**config.mk**
```make
export PLATFORM = sky130hd
export DESIGN_NAME = tick_gen
export DESIGN_NICKNAME = d
export VERILOG_FILES = /design/src/rtl/tick_gen.sv
export SDC_FILE = /design/constraint.sdc
export NUM_CORES = 1
export LEC_CHECK = 0
export CAP_MARGIN = 5
export CORE_MARGIN = 5
export CORE_UTILIZATION = 35
export CTS_CLUSTER_DIAMETER = 150
export CTS_CLUSTER_SIZE = 12
export DETAILED_ROUTE_END_ITERATION = 10
export GPL_TIMING_DRIVEN = 0
export SETUP_SLACK_MARGIN = 0.4
export SLEW_MARGIN = 15
export SYNTH_ARGS = -nofsm -noshare
export SYNTH_HDL_FRONTEND = slang
export SYNTH_SLANG_ARGS = --single-unit
export TNS_END_PERCENT = 20
```
**constraint.sdc**
```tcl
create_clock -name clk_50m -period 6.1 [get_ports clk_50m]
set_clock_uncertainty 0.2 [all_clocks]
set_input_delay 1.22 -clock clk_50m [delete_from_list [all_inputs] [get_ports clk_50m]]
set_output_delay 1.22 -clock clk_50m [all_outputs]
set_load 0.02 [all_outputs]
```
**src/rtl/tick_gen.sv**
```systemverilog
// tick_gen
// Clock-enable generator for the game timing chain. A base counter produces
// tick[0] at BASE_HZ * 2^speed; a cascade of divide-by-2 stages produces
// tick[1..NUM_STAGES], each half the rate of the one below it. level[k] is a
// 50% square wave that toggles on every tick[k]. Everything is synchronous to
// clk_50m, so downstream logic uses ticks as enables rather than as clocks.
//
// Ports
//   clk_50m : system clock (single domain)
//   rst     : synchronous, active-high reset; loads speed, clears all else
//   pause   : freezes counters and level, suppresses all ticks
//   speed   : rate multiplier select, period = PERIOD >> speed
//   tick    : one-cycle enable pulses, bit k at base rate / 2^k
//   level   : square waves, bit k toggles on each tick[k]
module tick_gen #(
    parameter int CLK_HZ     = 50_000_000,
    parameter int BASE_HZ    = 8,
    parameter int NUM_STAGES = 3
) (
    input  logic                  clk_50m,
    input  logic                  rst,
    input  logic                  pause,
    input  logic [1:0]            speed,
    output logic [NUM_STAGES:0]   tick,
    output logic [NUM_STAGES:0]   level
);

    localparam int PERIOD = CLK_HZ / BASE_HZ;
    localparam int CNT_W  = $clog2(PERIOD);

    // Terminal counts for each speed setting. PERIOD may be an exact power
    // of two, so the terminal value (not PERIOD itself) is what must fit.
    localparam logic [CNT_W-1:0] TERM_X1 = CNT_W'(PERIOD - 1);
    localparam logic [CNT_W-1:0] TERM_X2 = CNT_W'((PERIOD >> 1) - 1);
    localparam logic [CNT_W-1:0] TERM_X4 = CNT_W'((PERIOD >> 2) - 1);
    localparam logic [CNT_W-1:0] TERM_X8 = CNT_W'((PERIOD >> 3) - 1);

    // Reject parameter sets the divider cannot realise exactly.
    if (CLK_HZ % BASE_HZ != 0) begin : g_bad_ratio
        $error("tick_gen: CLK_HZ must be an integer multiple of BASE_HZ");
    end
    if ((PERIOD >> 3) < 2) begin : g_bad_period
        $error("tick_gen: PERIOD >> 3 must be at least 2");
    end
    if (NUM_STAGES < 1) begin : g_bad_stages
        $error("tick_gen: NUM_STAGES must be at least 1");
    end

    logic [CNT_W-1:0]      cnt_q,   cnt_d;
    logic [1:0]            spd_q,   spd_d;
    logic [NUM_STAGES-1:0] div_q,   div_d;
    logic [NUM_STAGES:0]   tick_q,  tick_d;
    logic [NUM_STAGES:0]   level_q, level_d;

    logic [CNT_W-1:0] term;
    logic             wrap;
    logic             all_ones;

    // Terminal count follows the latched speed, never the live input, so a
    // mid-period speed change cannot shorten or stretch the current period.
    always_comb begin
        term = TERM_X1;
        case (spd_q)
            2'd0:    term = TERM_X1;
            2'd1:    term = TERM_X2;
            2'd2:    term = TERM_X4;
            default: term = TERM_X8;
        endcase
    end

    always_comb begin
        cnt_d    = cnt_q;
        spd_d    = spd_q;
        div_d    = div_q;
        tick_d   = '0;
        level_d  = level_q;
        wrap     = 1'b0;
        all_ones = 1'b1;

        if (!pause) begin
            wrap = (cnt_q == term);
            if (wrap) begin
                cnt_d = '0;
                spd_d = speed;
                div_d = div_q + NUM_STAGES'(1);
            end else begin
                cnt_d = cnt_q + CNT_W'(1);
            end

            // Stage k fires when every lower divider bit is about to carry,
            // which keeps all stage ticks coincident with tick[0].
            tick_d[0] = wrap;
            for (int k = 1; k <= NUM_STAGES; k++) begin
                all_ones  = all_ones & div_q[k-1];
                tick_d[k] = wrap & all_ones;
            end

            level_d = level_q ^ tick_d;
        end
    end

    always_ff @(posedge clk_50m) begin
        if (rst) begin
            cnt_q   <= '0;
            spd_q   <= speed;
            div_q   <= '0;
            tick_q  <= '0;
            level_q <= '0;
        end else begin
            cnt_q   <= cnt_d;
            spd_q   <= spd_d;
            div_q   <= div_d;
            tick_q  <= tick_d;
            level_q <= level_d;
        end
    end

    assign tick  = tick_q;
    assign level = level_q;

endmodule
```
==> impl_metrics.json <==
{
  "status": "completed",
  "die_w_um": 82.5,
  "cts_hold_buf": 0,
  "grt_pass1_wl_um": 6420,
  "setup_viol": 0,
  "crit_arrival_ns": 2.94,
  "grt_start_max_net_pins": 12,
  "coreArea_mm2": 0.00511,
  "synth_area_per_cell_um2": 8.94,
  "cts.sinks": 36,
  "finalHoldViolations": 0,
  "io_buffers": 11,
  "synth_nets": 214,
  "top_level_ports": 13,
  "fmax_ghz": 0.337,
  "hold_class": "flop to flop",
  "wirelength_um": 3720,
  "ctsResizeCount": 0,
  "setup_tns_ns": 0,
  "synth_cell_type_count": 48,
  "max_stage_delay_ns": 0.37,
  "htree_levels": 2,
  "path_clk_slew_ns": 0.07,
  "end_kind": "flop",
  "start_util_pct": 36.1,
  "dr.pass1.iters": 4,
  "die_h_um": 82.5,
  "p_leak_uw": 0.000746,
  "synthToLayoutAreaGrowth_pct": 15.1,
  "async_reset_ff_share_pct": 0,
  "synth_cells": 206,
  "ys_warn_count": 0,
  "num_antenna_cells": 0,
  "cts.path.max_buffers": 2,
  "yosys-top-cells-area": "dfxtp_1, xor2_1, nor2_1, edfxtp_1, nand4_1",
  "cts_made_buffers": 5,
  "antenna_found_initial": 0,
  "synth_seq_cells": 36,
  "relSlewSlack_pct": 70.2,
  "rsz0062_at_grt": "no",
  "postRouteAntennaNets": 0,
  "viasPerCell": 5.11,
  "syn-cell-area_mm2": 0.00184,
  "nets": 232,
  "max_cap_viol_count": 0,
  "ys_seq_area_share_pct": 40.2,
  "final_common_cell": "nor2_1",
  "finalCritPeriodShare_pct": 48.6,
  "timing.rr.start": "spd_q[1]",
  "cts_tree": "built",
  "synth_top_area_share_pct": 37.0,
  "die_area_mm2": 0.00681,
  "cp-start-kind": "primary input",
  "final_area_mm2": 0.00212,
  "hpwl_um": 2700,
  "hold_start": "div_q[2]",
  "worstMarginPinSlew_ns": 0.445,
  "path_class": "primary input to flop",
  "clk_latency_ns": 0.28,
  "dr.first_iter.drc_count": 97,
  "drc": 0,
  "wl_per_cell_um": 12.6,
  "slew_viol_final": 0,
  "layout-drive-gt1-share_pct": 9.33,
  "postCtsSetupBuffers": 0,
  "whs_ns": 0.270,
  "num_rows": 26,
  "worstPathCellList": "buf_4 > nand4bb_1 > a2111o_1 > or2_1 > buf_6 > nor4_1 > mux2_2",
  "gp_congestion": 0.759,
  "yosys.area.top_type": "dfxtp_1",
  "cp_data_required_time_ns": 6.07,
  "irDropWorstVdd_mv": 0.0737,
  "final_cell_mix": "nor2_1, dfxtp_1, xor2_1, clkdlybuf4s50_1, nand2_1",
  "power_density_mw_per_mm2": 199,
  "grt_pass1_vias": 1377,
  "num_vias": 1508,
  "slowest_stage": "mux2_2",
  "cts_root_buf": "clkbuf_8",
  "min_period_ns": 2.96,
  "grt_usage_pct": 12.3,
  "overflow": 0,
  "crit_start": "pause",
  "critPathMaxFanout": 8,
  "synth_edf_count": 2,
  "synthFlopType": "dfxtp_1",
  "post_dp_cell_area_mm2": 0.00204
}
-- critical path: cells and delay by family --
family / cells / cell delay [ns]
muxes: 1 / 0.37
and+or+nand+nor: 3 / 0.72
buffers and inverters: 2 / 0.28
AOI/OAI and AO/OA: 1 / 0.35
-- routing by layer --
metal  GRT usage (%)  vias to the layer above  wire length (um)
met3            3.25                        2               145
li1                -                      763                 -
met5               0                        -                 0
met2            19.6                       28              1740
met4            4.90                        0                36
met1            15.8                      715              1790
-- Yosys cell counts (4+ instances only) --
library cell,instances
nand2_1,10
nor2_1,35
nand3_1,8
nand4_1,8
buf_2,4
inv_1,6
dfxtp_1,34
and4_1,4
xor2_1,18
o31ai_1,4
a21oi_1,4
xnor2_1,4
nor2b_1,6
-- final timing paths --
| kind | endpoint | slack (ns) | depth (start not counted) |
|---|---|---|---|
| worst max register to register | spd_q[0] | 3.48 | 6 |
| worst min register to register | div_q[2] | 0.27 | 2 |
| worst max-delay path | level[3] | 3.14 | 7 |
| worst min-delay path | div_q[2] | 0.27 | 2 |
-- registers in the layout, summed over array words and instances (netlist names) --
register  count
cnt_q        23
div_q         3
level         4
spd_q         2
tick          4
-- per-stage QoR --
stage               total power [uW]  std cells  setup WS, ns  utilization (%)
detailed placement               270        287          2.84             39.9
global route                     442        295          3.04             41.5
floorplan                        263        206          2.99                -
CTS                              428        295          3.15             41.5
global placement                 270        287          2.84             39.9
finish                           422        295          3.14             41.5
-- power by group --
| group | switching, uW | internal [uW] | leakage [uW] |
|---|---|---|---|
| Combinational | 12.1 | 9.10 | 0.000412 |
| Clock | 77.8 | 79.4 | 0.0000399 |
| Sequential | 3.58 | 240 | 0.000294 |
-- cell families after synthesis --
group	count (synthesis)	synth area share [%]
AO/OA/AOI/OAI	29	11.5
XOR/XNOR	22	10.5
adder cells (fa/ha/maj)	3	2.04
buffers and inverters	17	5.09
flip-flops	36	40.2
multiplexers	5	2.92
AND/OR/NAND/NOR	94	27.8
-- area by class of cell --
class / count / area (um^2)
plain buffers: 11 / 71.3
flip-flops and latches: 36 / 741
clock inverters: 1 / 3.75
well taps: 70 / 87.6
inverters: 6 / 22.5
multi-input cells: 153 / 1010
clock buffers: 7 / 76.3
fillers: 548 / 2990
repair buffers: 11 / 110
No activity file was read; power rests on OpenSTA's default activity.
